## src/rtl/lsu_pkg.sv

```systemverilog
// lsu_pkg: access-size and FSM encodings shared by the load/store unit files.
package lsu_pkg;
  typedef enum logic [1:0] {SZ_B, SZ_H, SZ_W, SZ_D} size_e;
  typedef enum logic [1:0] {IDLE, ACCESS, WRITE, RESP} state_e;
  function automatic logic [63:0] size_mask(size_e s);
    return s == SZ_B ? 64'hFF : s == SZ_H ? 64'hFFFF : s == SZ_W ? 64'hFFFF_FFFF : {64{1'b1}};
  endfunction
endpackage

```

## src/rtl/lsu_align.sv

```systemverilog
// lsu_align: load field extract/extend and store byte-lane merge within one 64-bit word.
module lsu_align
  import lsu_pkg::*;
(
  input  size_e       size_i,
  input  logic        signed_i,
  input  logic [2:0]  off_i,
  input  logic [63:0] rdata_i,
  input  logic [63:0] wdata_i,
  output logic [63:0] load_o,
  output logic [63:0] merge_o
);
  logic [63:0] mask, field, lane_mask;
  logic [5:0]  sh;
  logic        msb;
  always_comb begin
    mask      = size_mask(size_i);
    sh        = {off_i, 3'b000};
    field     = (rdata_i >> sh) & mask;
    msb       = |(field & mask & ~(mask >> 1));  // top bit of the access-sized field
    load_o    = field | ((signed_i && msb) ? ~mask : 64'd0);
    lane_mask = mask << sh;
    merge_o   = (rdata_i & ~lane_mask) | ((wdata_i << sh) & lane_mask);
  end
endmodule

```

## src/rtl/load_store_unit.sv

```systemverilog
// load_store_unit: single-outstanding load/store engine with alignment, bounds and ROM checks.
module load_store_unit
  import lsu_pkg::*;
#(
  parameter int MEM_SIZE = 256,
  parameter int ROM_SIZE = 2
) (
  input  logic        clk,
  input  logic        rst,
  input  logic        req_valid,
  output logic        req_ready,
  input  logic        req_we,
  input  logic [1:0]  req_size,
  input  logic        req_signed,
  input  logic [31:0] req_addr,
  input  logic [63:0] req_wdata,
  output logic        resp_valid,
  output logic [63:0] resp_rdata,
  output logic        resp_err,
  output logic [31:0] mem_addr,
  output logic [63:0] mem_wr_data,
  output logic        mem_wr_enable,
  output logic        mem_rd_enable,
  input  logic [63:0] mem_rd_data
);
  state_e      state_q;
  size_e       size_q;
  logic        we_q, signed_q, err_q, ready_q, rd_en_q, wr_en_q, valid_q;
  logic [31:0] addr_q;
  logic [63:0] data_q, rdata_q, load_data, merged;
  logic        misaligned, out_of_range, rom_store, reject, full_store;
  logic [2:0]  low_mask;
  always_comb begin
    low_mask     = 3'((4'd1 << req_size) - 4'd1);
    misaligned   = |(req_addr[2:0] & low_mask);
    out_of_range = {3'b000, req_addr[31:3]} >= 32'(MEM_SIZE);
    rom_store    = req_we && {3'b000, req_addr[31:3]} < 32'(ROM_SIZE);
    reject       = misaligned || out_of_range || rom_store;
    full_store   = req_we && req_size == 2'd3;
  end
  // data_q carries store data until ACCESS, then the merged word written in WRITE
  lsu_align u_align (
    .size_i  (size_q),
    .signed_i(signed_q),
    .off_i   (addr_q[2:0]),
    .rdata_i (mem_rd_data),
    .wdata_i (data_q),
    .load_o  (load_data),
    .merge_o (merged)
  );
  always_ff @(posedge clk or negedge rst)
    if (!rst) begin
      state_q  <= IDLE;
      size_q   <= SZ_B;
      we_q     <= 1'b0;
      signed_q <= 1'b0;
      err_q    <= 1'b0;
      addr_q   <= '0;
      data_q   <= '0;
      rdata_q  <= '0;
      ready_q  <= 1'b1;
      rd_en_q  <= 1'b0;
      wr_en_q  <= 1'b0;
      valid_q  <= 1'b0;
    end else begin
      case (state_q)
        IDLE: if (req_valid) begin
          we_q     <= req_we;
          size_q   <= size_e'(req_size);
          signed_q <= req_signed;
          addr_q   <= req_addr;
          data_q   <= req_wdata;
          rdata_q  <= '0;
          err_q    <= reject;
          ready_q  <= 1'b0;
          valid_q  <= reject;
          rd_en_q  <= !reject && !full_store;
          wr_en_q  <= !reject && full_store;
          state_q  <= reject ? RESP : full_store ? WRITE : ACCESS;
        end
        ACCESS: begin
          rd_en_q <= 1'b0;
          wr_en_q <= we_q;
          valid_q <= !we_q;
          data_q  <= we_q ? merged : data_q;
          rdata_q <= we_q ? 64'd0 : load_data;
          state_q <= we_q ? WRITE : RESP;
        end
        WRITE: begin
          wr_en_q <= 1'b0;
          valid_q <= 1'b1;
          state_q <= RESP;
        end
        RESP: begin
          valid_q <= 1'b0;
          ready_q <= 1'b1;
          state_q <= IDLE;
        end
        default: state_q <= IDLE;
      endcase
    end
  assign req_ready     = ready_q;
  assign resp_valid    = valid_q;
  assign resp_rdata    = rdata_q;
  assign resp_err      = err_q;
  assign mem_addr      = {3'b000, addr_q[31:3]};
  assign mem_wr_data   = data_q;
  assign mem_wr_enable = wr_en_q;
  assign mem_rd_enable = rd_en_q;
endmodule

```

## config.mk

```make
export PLATFORM = sky130hd
export DESIGN_NAME = load_store_unit
export DESIGN_NICKNAME = d
export VERILOG_FILES = /design/src/rtl/lsu_pkg.sv /design/src/rtl/lsu_align.sv /design/src/rtl/load_store_unit.sv
export SDC_FILE = /design/constraint.sdc
export NUM_CORES = 1
export LEC_CHECK = 0
export CAP_MARGIN = 20
export CORE_MARGIN = 8
export CORE_UTILIZATION = 45
export DETAILED_ROUTE_END_ITERATION = 16
export PLACE_DENSITY_LB_ADDON = 0.25
export SLEW_MARGIN = 20
export SYNTH_ARGS = -nofsm -noshare
export SYNTH_HDL_FRONTEND = slang
export SYNTH_HIERARCHICAL = 1
export SYNTH_SLANG_ARGS = --single-unit
```

## constraint.sdc

```tcl
create_clock -name clk -period 2.3 [get_ports clk]
set_clock_uncertainty 0.15 [all_clocks]
set_input_delay 0.69 -clock clk [delete_from_list [all_inputs] [get_ports clk]]
set_output_delay 0.69 -clock clk [all_outputs]
set_load 0.05 [all_outputs]
```

==> flow_summary_export.csv <==
group,metric,value,unit
timing,finalWorstSetupSlack,-0.0893,ns
final_layout,post_route_cells_drive_above_1_share,0.330,
logic_synthesis,ys.flop_type,"sky130_fd_sc_hd__dfrtp_1",
die,die_x,179,um
logic_synthesis,number_of_enable_flip_flop_cells_after_synthesis,0,
critical_path,path_class,"reg2reg",
run,cap_viol_max_count,0,
critical_path,worstRegToRegCells,9,
logic_synthesis,post_synth_and_or_nand_nor_area_fraction,0.159,
clock_network,clkSlewWorstSetupHoldPaths,0.08,ns
logic_synthesis,netlist_instances,1381,
critical_path,timing.critical_path.required,2.48,ns
critical_path,cp-end-kind,"flip-flop",
final_layout,fill_cells,2155,
critical_path,timing.critical_path.cells,"buf_12 > buf_16 > mux2i_1 > nand2_1 > nand2_1 > o21ai_0 > mux2_2 > mux2i_1 > o21ai_1",
clock_network,htree_levels,4,
clock_network,cts.sink_count,171,
placed_design,dpl.hpwl,39800,um
final_layout,post_layout_nonfiller_instances,2150,
outcome,violations,"setup timing",
logic_synthesis,mappedNetlistArea,11900,um^2
critical_path,cpPeakStageDelay,0.44,ns
logic_synthesis,yosys.area_share.xor_xnor,0,
global_routing,grt_max_degree,87,
hold_path,holdCritPathClass,"in2async",
timing,slew_violations,0,
logic_synthesis,synth_cell_type_count,62,
final_layout,final_core_util,0.663,
die,design.core.area,26100,um^2
critical_path,arrival,2.57,ns
detailed_routing,route.final.wire_length,50900,um
critical_path,worstPathMaxFanout,35,
timing,maxClockFrequency,419,MHz
logic_synthesis,postSynth.asyncResetShare,1.00,
global_routing,globalRoute.totalOverflow,0,
die,die-area,31900,um^2
timing,worst_slew_margin_rel,0.660,
placed_design,io_buffers,328,
clock_network,cts_inserted_buffers,17,
global_routing,initial_antenna_violation_count,2,
clock_network,skew_pair_late_insertion_delay,0.45,ns
power,p_leak,0.00778,uW
clock_network,cts_tree,"done",
critical_path,crit_path_top_delay_cell,"sky130_fd_sc_hd__dfrtp_4",
die,fp-row-count,59,
critical_path,worst-r2r-setup-slack,-0.09,ns
power,cellPowerDensity,1800,nW/um^2
timing,hold_slack,0.0322,ns
timing,hold_viol_final,0,
die,die_h,179,um
global_routing,grt_usage,0.311,
critical_path,start_kind,"flip-flop",
timing,setup_viol_count_final,61,
timing,final_min_period_over_clock_period,1.04,
logic_synthesis,complex_gate_fraction_of_the_synthesized_area,0.172,
logic_synthesis,yosys_warning_count,6,
placed_design,worst_slack_after_detailed_placement,-0.660,ns
timing,tightestPinTransition,0.510,ns
detailed_routing,detailedRoute.firstPassIterationCount,7,
logic_synthesis,area_share_of_fa_ha_maj_cells_after_synthesis,0.00420,
die,initial_utilization,0.457,
die,num_io_pins,332,
logic_synthesis,ys_seq_elements,171,
logic_synthesis,mapped_avg_cell_area,8.63,um^2
global_routing,number_of_global_route_vias_before_repair,12100,
final_layout,area_delta_synth_final,45.1,%
clock_network,clock_tree.root_cell,"sky130_fd_sc_hd__clkbuf_16",
detailed_routing,antenna_violating_nets_post_route,0,
outcome,status,"complete, but fails checks",
global_routing,first_pass_grt_wire_length,74600,um
placed_design,placed_cells,2104,
logic_synthesis,post_synth_mux_area_share,0.228,
power,peakVddDrop,1.30,mV
detailed_routing,drtIter0Drc,1508,
detailed_routing,dr_drc_count,0,
final_layout,final_layout_net_count,1972,
detailed_routing,wire_per_inst,23.7,um
detailed_routing,detailroute.via_count,12300,
clock_network,clk_buf_depth,2,
detailed_routing,routed_via_density,5.72,
timing,period_needed,2.39,ns
logic_synthesis,synth_seq_area_share,0.359,
placed_design,place_congestion,0.974,
timing,setup_repair_after_global_routing_missed_its_margin,"true",
power,total_power,31100,uW
logic_synthesis,dominant_combinational_cell_family_by_area_after_synthesis,"multiplexers",
final timing paths:
| path | to | startpoint |
|---|---|---|
| max | mem_wr_data[56]$_DFFE_PN0P_ | addr_q[0]$_DFFE_PN0P_ |
| min | mem_wr_data[62]$_DFFE_PN0P_ | rst |
| max reg2reg | mem_wr_data[56]$_DFFE_PN0P_ | addr_q[0]$_DFFE_PN0P_ |
| min reg2reg | resp_rdata[2]$_DFFE_PN0P_ | resp_rdata[2]$_DFFE_PN0P_ |
| max in group asynchronous | req_ready$_DFFE_PN1P_ | rst |
| min in group clk | resp_rdata[2]$_DFFE_PN0P_ | resp_rdata[2]$_DFFE_PN0P_ |
Yosys cell counts, drive strengths merged, types with 2 or more instances:
| cell type | count | area [um^2] |
|---|---|---|
| nand2 | 329 | 1240 |
| o21ai | 176 | 888 |
| dfrtp | 170 | 4250 |
| mux2i | 154 | 1540 |
| buf | 105 | 732 |
| mux2 | 102 | 1150 |
| nor2 | 73 | 279 |
| a21oi | 62 | 310 |
| clkbuf | 41 | 158 |
| nor2b | 19 | 119 |
| a211oi | 17 | 128 |
| nand3 | 13 | 65.1 |
| a31oi | 12 | 105 |
| o31ai | 9 | 67.6 |
| inv | 8 | 30.0 |
| o221a | 8 | 90.1 |
| o2bb2ai | 8 | 76.3 |
| a2111oi | 7 | 61.3 |
| a221o | 7 | 70.1 |
| nor3 | 7 | 62.6 |
| nor4 | 7 | 58.8 |
| a31o | 5 | 43.8 |
| o22ai | 5 | 31.3 |
| ha | 4 | 50.1 |
| nand2b | 4 | 25.0 |
| o211ai | 4 | 30.0 |
| o21a | 3 | 22.5 |
| a22oi | 2 | 28.8 |
| a32oi | 2 | 17.5 |
| and2 | 2 | 12.5 |
| nor3b | 2 | 20.0 |
| o21bai | 2 | 15.0 |
placed cells by master (no fill, tap or decap), drive strengths merged, types with 9 or more instances in the layout:
cell type        n
a211oi          17
a21oi           62
a31oi           12
buf            380
clkbuf          17
clkdlybuf4s50  158
dfrtp          170
inv             14
mux2           102
mux2i          154
nand2          329
nand3           13
nor2            73
nor2b           19
o21ai          176
o31ai            9
state kept, by name (all words and copies together), names as in the netlist, 2 cells and up:
| name | cells |
|---|---|
| state_q | 2 |
| mem_wr_data | 64 |
| resp_rdata | 64 |
| addr_q | 32 |
| size_q | 2 |
layout make-up:
class                           count  area, um^2  area share
Tap cell                          335         419      0.0242
Clock inverter                     15         201      0.0117
Multi-Input combinational cell   1058        7000       0.405
Antenna cell                        1        2.50    0.000145
Clock buffer                       17         425      0.0246
Timing Repair Buffer              545        4920       0.285
Inverter                            8        30.0     0.00174
Sequential cell                   171        4290       0.248
critical path, delay by kind of cell, from the launching register on:
| kind | cells | cell delay, ns |
|---|---|---|
| muxes | 3 | 0.80 |
| DFF | 1 | 0.44 |
| buffers and inverters | 2 | 0.38 |
| and+or+nand+nor | 2 | 0.30 |
| AOI/OAI and AO/OA | 2 | 0.18 |
per-stage QoR:
step	TNS (ns)	cell area [um^2]
3_5_place_dp	-51.33	16200
2_1_floorplan	0	11900
3_3_place_gp	-48.55	16200
4_1_cts	-0.324	17100
6_report	-2.59	17300
5_1_grt	-7.83	17300
repair_timing:
action                                  4_1_cts  5_1_grt
resized for setup                            76       71
endpoints found under the setup margin       85      100
buffers inserted                              9        3
cloned                                        2        0
pin swaps                                     5       13
hold buffers                                  0        0
per-layer routing:
layer | up-vias | GRT usage | share of wire
li1 | 5653 | - | -
met1 | 5807 | 0.406 | 0.41
met2 | 700 | 0.490 | 0.45
met3 | 130 | 0.0781 | 0.10
met4 | 2 | 0.114 | 0.037
met5 | - | 0 | 0.00026
report_power, final:
part | internal, uW | switching (uW) | total (uW)
combinational | 8800 | 13600 | 22400
clock | 1580 | 1520 | 3100
sequential | 4280 | 1380 | 5670
logic make-up (layout without fill, tap and decap cells):
logic type	count (synthesis)	in the layout
flops	171	171
simple gates	458	458
fa+ha+maj	4	4
buf+inv	154	585
other cells	1	4
compound gates	336	336
mux	257	257
Note: power is estimated with default switching activity, not from simulation.
